`src/rtl/pwm_fade_sequencer.sv`:
```
// Fade sequencer for the 8-bit PWM controller: ramps duty toward a commanded
// target one STEP per prescaler tick, or breathes 0<->target until released.
module pwm_fade_sequencer #(
  parameter int unsigned STEP   = 1,
  parameter int unsigned RATE_W = 18
) (
  input  logic              clk,
  input  logic              rstn,
  input  logic              cmd_valid,
  output logic              cmd_ready,
  input  logic [7:0]        cmd_target,
  input  logic [RATE_W-1:0] cmd_rate,
  input  logic              breathe_en,
  output logic [7:0]        duty_cycle,
  output logic              busy,
  output logic              done
);

  localparam int unsigned DW    = 8;
  localparam logic [DW:0] STEP9 = (DW+1)'(STEP);

  typedef enum logic [1:0] {
    ST_IDLE    = 2'd0,
    ST_RAMP    = 2'd1,
    ST_BREATHE = 2'd2
  } state_e;

  state_e              state_q, state_d;
  logic                dir_up_q, dir_up_d;
  logic [DW-1:0]       duty_q, duty_d;
  logic [DW-1:0]       target_q, target_d;
  logic [RATE_W-1:0]   rate_q, rate_d;
  logic [RATE_W-1:0]   cnt_q, cnt_d;
  logic                done_q, done_d;

  logic                accept;
  logic                tick;
  logic [DW-1:0]       goal;
  logic [DW:0]         sum9;
  logic [DW:0]         diff9;

  assign accept = cmd_valid && (state_q == ST_IDLE);
  assign tick   = (cnt_q == rate_q);

  // State register
  always_ff @(posedge clk or negedge rstn) begin
    if (!rstn) begin
      state_q  <= ST_IDLE;
      dir_up_q <= 1'b1;
    end else begin
      state_q  <= state_d;
      dir_up_q <= dir_up_d;
    end
  end

  // Next-state logic; in BREATHE the direction flips in the same cycle the
  // goal is reached so the turnaround costs no extra step period.
  always_comb begin
    state_d  = state_q;
    dir_up_d = dir_up_q;
    unique case (state_q)
      ST_IDLE: begin
        if (accept) begin
          if (breathe_en && (cmd_target != '0)) begin
            state_d  = ST_BREATHE;
            dir_up_d = 1'b1;
          end else begin
            state_d  = ST_RAMP;
          end
        end
      end
      ST_RAMP: begin
        if (duty_q == target_q) state_d = ST_IDLE;
      end
      ST_BREATHE: begin
        if (dir_up_q && (duty_q == target_q)) begin
          dir_up_d = 1'b0;
        end else if (!dir_up_q && (duty_q == '0)) begin
          if (breathe_en) dir_up_d = 1'b1;
          else            state_d  = ST_IDLE;
        end
      end
      default: state_d = ST_IDLE;
    endcase
  end

  // Datapath / output next values: prescaler, saturating step, done pulse
  always_comb begin
    duty_d   = duty_q;
    target_d = target_q;
    rate_d   = rate_q;
    cnt_d    = cnt_q;
    done_d   = 1'b0;
    goal     = target_q;
    sum9     = {1'b0, duty_q} + STEP9;
    diff9    = {1'b0, duty_q} - STEP9;
    if ((state_q == ST_BREATHE) && !dir_up_d) goal = '0;

    if (state_q == ST_IDLE) begin
      cnt_d = '0;
      if (accept) begin
        target_d = cmd_target;
        rate_d   = cmd_rate;
      end
    end else if (state_d == ST_IDLE) begin
      done_d = 1'b1;
      cnt_d  = '0;
    end else begin
      cnt_d = tick ? '0 : cnt_q + RATE_W'(1);
      if (tick) begin
        if (duty_q < goal) begin
          duty_d = (sum9 >= {1'b0, goal}) ? goal : sum9[DW-1:0];
        end else if (duty_q > goal) begin
          duty_d = ({1'b0, duty_q} <= ({1'b0, goal} + STEP9)) ? goal : diff9[DW-1:0];
        end
      end
    end
  end

  always_ff @(posedge clk or negedge rstn) begin
    if (!rstn) begin
      duty_q   <= '0;
      target_q <= '0;
      rate_q   <= '0;
      cnt_q    <= '0;
      done_q   <= 1'b0;
    end else begin
      duty_q   <= duty_d;
      target_q <= target_d;
      rate_q   <= rate_d;
      cnt_q    <= cnt_d;
      done_q   <= done_d;
    end
  end

  assign duty_cycle = duty_q;
  assign done       = done_q;
  assign busy       = (state_q != ST_IDLE);
  assign cmd_ready  = (state_q == ST_IDLE);

endmodule

```
`config.mk`:
```
export PLATFORM = sky130hd
export DESIGN_NAME = pwm_fade_sequencer
export DESIGN_NICKNAME = d
export VERILOG_FILES = /design/src/rtl/pwm_fade_sequencer.sv
export SDC_FILE = /design/constraint.sdc
export NUM_CORES = 1
export LEC_CHECK = 0
export ABC_CLOCK_PERIOD_IN_PS = 8100
export BUFFER_PORTS_ARGS = -buffer_cell sky130_fd_sc_hd__buf_2
export CAP_MARGIN = 25
export CORE_MARGIN = 5
export CORE_UTILIZATION = 40
export DETAILED_ROUTE_END_ITERATION = 10
export GPL_TIMING_DRIVEN = 0
export PLACE_DENSITY = 0.65
export SLEW_MARGIN = 40
export SYNTH_ARGS = -nofsm -noshare
export SYNTH_HDL_FRONTEND = slang
export SYNTH_SLANG_ARGS = --single-unit
```
`constraint.sdc`:
```
create_clock -name clk -period 8.1 [get_ports clk]
set_input_delay 0.81 -clock clk [delete_from_list [all_inputs] [get_ports clk]]
set_output_delay 0.81 -clock clk [all_outputs]
set_load 0.01 [all_outputs]
```
======== Word level (Yosys, flattened, before mapping) ========
Cells that the tools add are included.
Widths: inputs -> output; s select.
storage, ports and cells
  ROM bits ................................ 0
  bits in registers ....................... 56
  output and inout bits ................... 11
  bits in latches ......................... 0
  bits in writable memories ............... 0
  logic and storage cells ................. 59
  memories kept ........................... 0
cells by class
  eq/ne operators ......................... 4
  multiply operators ...................... 0
  shift-type cells ........................ 0
  bitwise gates (word level) .............. 2
  div/mod/pow operators ................... 0
  multiplexer cells ....................... 23
  reduce and logical (&&, ||, !) cells .... 15
  order comparisons ....................... 4
  $add $sub $neg .......................... 4
operators by type and width
  operator               number
  $mux 18                3
  $mux 8                 5
  $add 18x1->18 const B  1
  $add 8x1->9 const B    2
  $eq 18x18->1           1
  $mux 2                 6
  $ge 9x8->1             1
  $le 8x9->1             1
  $eq 8x8->1             1
  $gt 8x8->1             1
  $logic_not 8->1        1
  $lt 8x8->1             1
  $reduce_bool 8->1      1
  $sub 8x1->8 const B    1
  $mux 1                 7
  $pmux 2 s3             1
  $logic_and 1x1->1      5
  $logic_not 2->1        2
  $reduce_and 4->1       1
  $reduce_bool 2->1      2
  $eq 2x1->1 const B     1
  $eq 2x2->1 const B     1
  $logic_not 1->1        2
  $not 1->1              2
  other kinds (2)        2

======== Longest topological paths before layout ========
  word-level depth ........................ 13
  mapped depth ............................ 24
  depth with buffers taken out ............ 20

======== Least setup slack after synthesis ========
Ideal clock, no wire load.
  path type ............................... reg-to-reg
  start ................................... reg duty_q[0] (netlist: duty_cycle[0])
  end ..................................... reg duty_q[4] (netlist: duty_cycle[4])
  arrival time ............................ 4.419 ns
  cell stages (with the launch flop) ...... 25
  path slack .............................. 3.607 ns
  library setup time ...................... 0.074 ns
  period minus slack after synthesis ...... 4.493 ns
  path through ............................ dfrtp_1 > buf_2 > inv_1 > ha_1 > or4b_4 > o31ai_4 > or2_1 > buf_6 > buf_6 > nand2_1 > inv_1 > ha_1 > and3_1 > nand3_1 > xnor2_1 > nand2_1 > ha_1 > nand4_1 > or2_2 > o211ai_1 > clkbuf_1 > o21bai_1 > o32ai_1 > a311o_1 > o21ai_2
between the ends
  cells in the longest elaborated chain, start to end .. 13
  elaborated cells between the ends (all ways) .. 29
  classes of those cells .................. 3 x add/sub; 4 x order compare; 1 x eq/ne; 12 x mux; 1 x bitwise; 8 x reduce/logical
RTL lines
  element                 line  source
  from (decl)             30    logic [DW-1:0] duty_q, duty_d;
  from (signal assigned)  128   duty_q <= duty_d;
  $logic_not 8->1         78    end else if (!dir_up_q && (duty_q == '0)) begin
  $logic_and 1x1->1       78
  $mux 1                  78
  $mux 1                  76    if (dir_up_q && (duty_q == target_q)) begin
  $pmux 1 s2              61    unique case (state_q)
  $logic_not 1->1         97    if ((state_q == ST_BREATHE) && !dir_up_d) goal = '0;
  $logic_and 1x1->1       97
  $mux 8                  97
  $add 8x1->9             114   duty_d = ({1'b0, duty_q} <= ({1'b0, goal} + STEP9)) ? goal : diff9[DW-1:0];
  $le 8x9->1              114
  $mux 8                  114
  $mux 8                  113   end else if (duty_q > goal) begin
  $mux 8                  111   if (duty_q < goal) begin
Parallel ways exist; a longest one is shown, timed or not. The select of a mux whose other input is x is not followed.
A chain may end at the register's enable or synchronous reset.

======== Worst setup path in the final report ========
  start ................................... reg duty_q[0] (netlist: duty_cycle[0])
  end ..................................... reg duty_q[3] (netlist: duty_cycle[3])
Same word-level chain as after synthesis.

==> impl_metrics.env <==
export IMPL_status="complete, no violations"
export IMPL_core_area_um2=9770
export IMPL_cts_tree="done"
export IMPL_rr_startpoint="duty_cycle[0]"
export IMPL_drt_pass1_iterations=5
export IMPL_leakagePower_nw=2.17
export IMPL_cts_sinks=56
export IMPL_skew_ns=0.0165
export IMPL_final_max_slew_viol_count=0
export IMPL_syn_to_final_growth_pct=11.7
export IMPL_cap_violations=0
export IMPL_r2r_slack_ns=2.77
export IMPL_hold_class="input port to async pin"
export IMPL_start_util=0.411
export IMPL_final_area_um2=4480
export IMPL_grt_pass1_vias=3342
export IMPL_synth_seq_cells=56
export IMPL_postSynthAreaPerCell_um2=8.69
export IMPL_r2r_end="duty_cycle[3]"
export IMPL_fin_nets=568
export IMPL_place_congestion=0.940
export IMPL_yosys_top_cells_area="dfrtp_1, nand2_1, ha_1, xor2_1, xnor2_1"
export IMPL_synthMostInstantiatedCell="nand2_1"
export IMPL_synth_cell_area_um2=4010
export IMPL_finalWirelength_um=10200
export IMPL_async_flop_share=1.00
export IMPL_rows=36
export IMPL_die_h_um=110
export IMPL_hold_viol_final=0
export IMPL_crit_required_ns=8.35
export IMPL_p_total_uw=465
export IMPL_wl_per_cell_um=15.9
export IMPL_grt_usage=0.180
export IMPL_worstSkewPairLatency_ns=0.34
export IMPL_crit_fanout=10
export IMPL_die_x_um=110
export IMPL_dpl_hpwl_um=7930
export IMPL_drc=0
export IMPL_crit_type="flip-flop to flip-flop"
export IMPL_yosysSeqAreaShare=0.349
export IMPL_synth_cell_type_count=65
export IMPL_drtIter0Drc=250
export IMPL_tightest_slew_ns=0.660
export IMPL_fin_setup_tns_ns=0
export IMPL_place_inst=635
export IMPL_grt_antenna_before_repair=0
export IMPL_grt_pass1_wl_um=16800
export IMPL_fmax_mhz=188
export IMPL_ctsResizeCount=0
export IMPL_synth_top_area_frac=0.343
export IMPL_powerDensity_nw_per_um2=104
export IMPL_antenna_cells=0
export IMPL_numCtsBuffers=5
export IMPL_syn_num_nets=521
export IMPL_clock_root_buffer="clkbuf_8"
export IMPL_synth_top_area_cell="dfrtp_1"
export IMPL_worstRegToRegCells=24
export IMPL_finalSetupViolCount=0
export IMPL_ir_drop_mv=0.0520
export IMPL_rsz0062_at_grt="no"
export IMPL_ant_nets=0
export IMPL_cts_htree_levels=2
export IMPL_period_share=0.658
export IMPL_holdBufCountCts=0
export IMPL_min_period_ns=5.33
export IMPL_vias=3392
export IMPL_grt_overflow_total=0
export IMPL_dieArea_um2=12100
export IMPL_io_buffer_count=40
export IMPL_clk_path_buf_depth=2
export IMPL_ys_warn_count=0
export IMPL_drive_gt1_frac=0.159
export IMPL_syn_inst=462
export IMPL_cts_clk_slew_worst_paths_ns=0.12
export IMPL_slew_headroom=0.557
export IMPL_critPathCaptureType="flip-flop"
export IMPL_crit_arrival_ns=5.58
export IMPL_synthFlopType="dfrtp_1"
export IMPL_layout_cells_non_filler=643
export IMPL_finish_utilization=0.459
export IMPL_cts_setup_buffers=0
export IMPL_worstSetupStartpointType="flip-flop"
export IMPL_avgViaCountPerCell=5.28
export IMPL_io_pins=41
export IMPL_synth_edf_count=0
export IMPL_synth_top_cells_by_count="nand2_1, dfrtp_1, nor2_1, xor2_1, ha_1"
export IMPL_dpl_cell_area_um2=4380
export IMPL_grt_max_degree=57
==> where the power goes <==
part / total (mW) / internal [mW] / switching (mW)
combinational: 0.0144 / 0.00556 / 0.00886
clock: 0.172 / 0.0638 / 0.108
sequential: 0.279 / 0.279 / 0
total: 0.465 / 0.349 / 0.117
==> logic make-up after synthesis <==
kind of cell	count (synthesis)	synth area share
adder cells (fa/ha/maj)	29	0.0904
XOR/XNOR	55	0.120
flip-flops	56	0.349
AND/OR/NAND/NOR	218	0.260
buffers and inverters	40	0.0511
AO/OA/AOI/OAI	64	0.129
==> state kept, by name (all words and copies together) (netlist names) <==
signal	count
done	1
state_q	2
cnt_q	18
dir_up_q	1
duty_cycle	8
rate_q	18
target_q	8
==> placed cells by master, fill, tap and decap left out, types with 2 or more instances in the layout <==
master	n
nand2b_1	4
a31oi_1	4
and3_1	7
o21ai_2	2
o31ai_4	2
clkbuf_8	5
nor4_1	5
xnor2_1	17
clkbuf_1	9
nand2_1	109
nor2_1	38
o21ai_0	6
o22a_1	2
o21a_1	4
o211ai_1	4
or4_1	3
nor2b_1	2
nor3b_1	2
nor4_4	2
nor4_2	2
nand3_1	20
nor3_1	5
xor2_1	38
ha_1	29
inv_1	16
a211oi_1	2
o21ai_1	2
a311o_1	4
a21o_1	2
buf_6	5
buf_2	47
a21oi_1	13
nand4_1	8
dfrtp_1	55
==> critical path: stages (launching register included) <==
cell	delay, ns
dfrtp_1	0.43
buf_2	0.19
inv_1	0.22
ha_1	0.20
or4b_4	0.50
o31ai_4	0.22
or2_1	0.15
buf_6	0.13
buf_6	0.14
nand2_1	0.16
inv_1	0.10
ha_1	0.21
and3_1	0.25
nand3_1	0.12
xnor2_1	0.16
nand2_1	0.09
ha_1	0.30
nand4_1	0.10
or2_2	0.31
o211ai_1	0.13
clkbuf_1	0.40
o21a_1	0.19
a2bb2oi_1	0.22
a311oi_1	0.08
o22a_1	0.21
==> layer usage <==
metal | track usage | wire (um) | vias to the layer above
met5 | 0 | 0 | -
met4 | 0.0739 | 258 | 0
met3 | 0.0239 | 454 | 20
met2 | 0.299 | 4820 | 102
met1 | 0.236 | 4700 | 1603
li1 | - | - | 1667
==> stage by stage <==
step | hold WS, ns | worst slack [ns]
3_5_place_dp | 0.488 | 2.88
3_3_place_gp | 0.472 | 2.90
4_1_cts | 0.507 | 2.85
6_report | 0.404 | 2.77
2_1_floorplan | 0.451 | 3.61
5_1_grt | 0.456 | 2.44
==> cell type report <==
type / count / area (um^2)
fill: 993 / 5290
timing repair buffer: 40 / 206
multi-input combinational: 366 / 2410
buffer: 23 / 141
sequential: 56 / 1400
clock inverter: 3 / 27.5
tap: 133 / 166
clock buffer: 5 / 68.8
inverter: 17 / 63.8
==> worst max path at each step <==
stage | from | end | slack (ns) | cells after the start
after floorplan | duty_cycle[0] | duty_cycle[4] | 3.61 | 24
after global placement | duty_cycle[0] | duty_cycle[3] | 2.90 | 24
after detailed placement | duty_cycle[0] | duty_cycle[3] | 2.88 | 24
after CTS | duty_cycle[0] | duty_cycle[3] | 2.85 | 24
after global routing | duty_cycle[0] | duty_cycle[3] | 2.44 | 23
final | duty_cycle[0] | duty_cycle[3] | 2.77 | 24
Power figures use the tool's default switching activity.
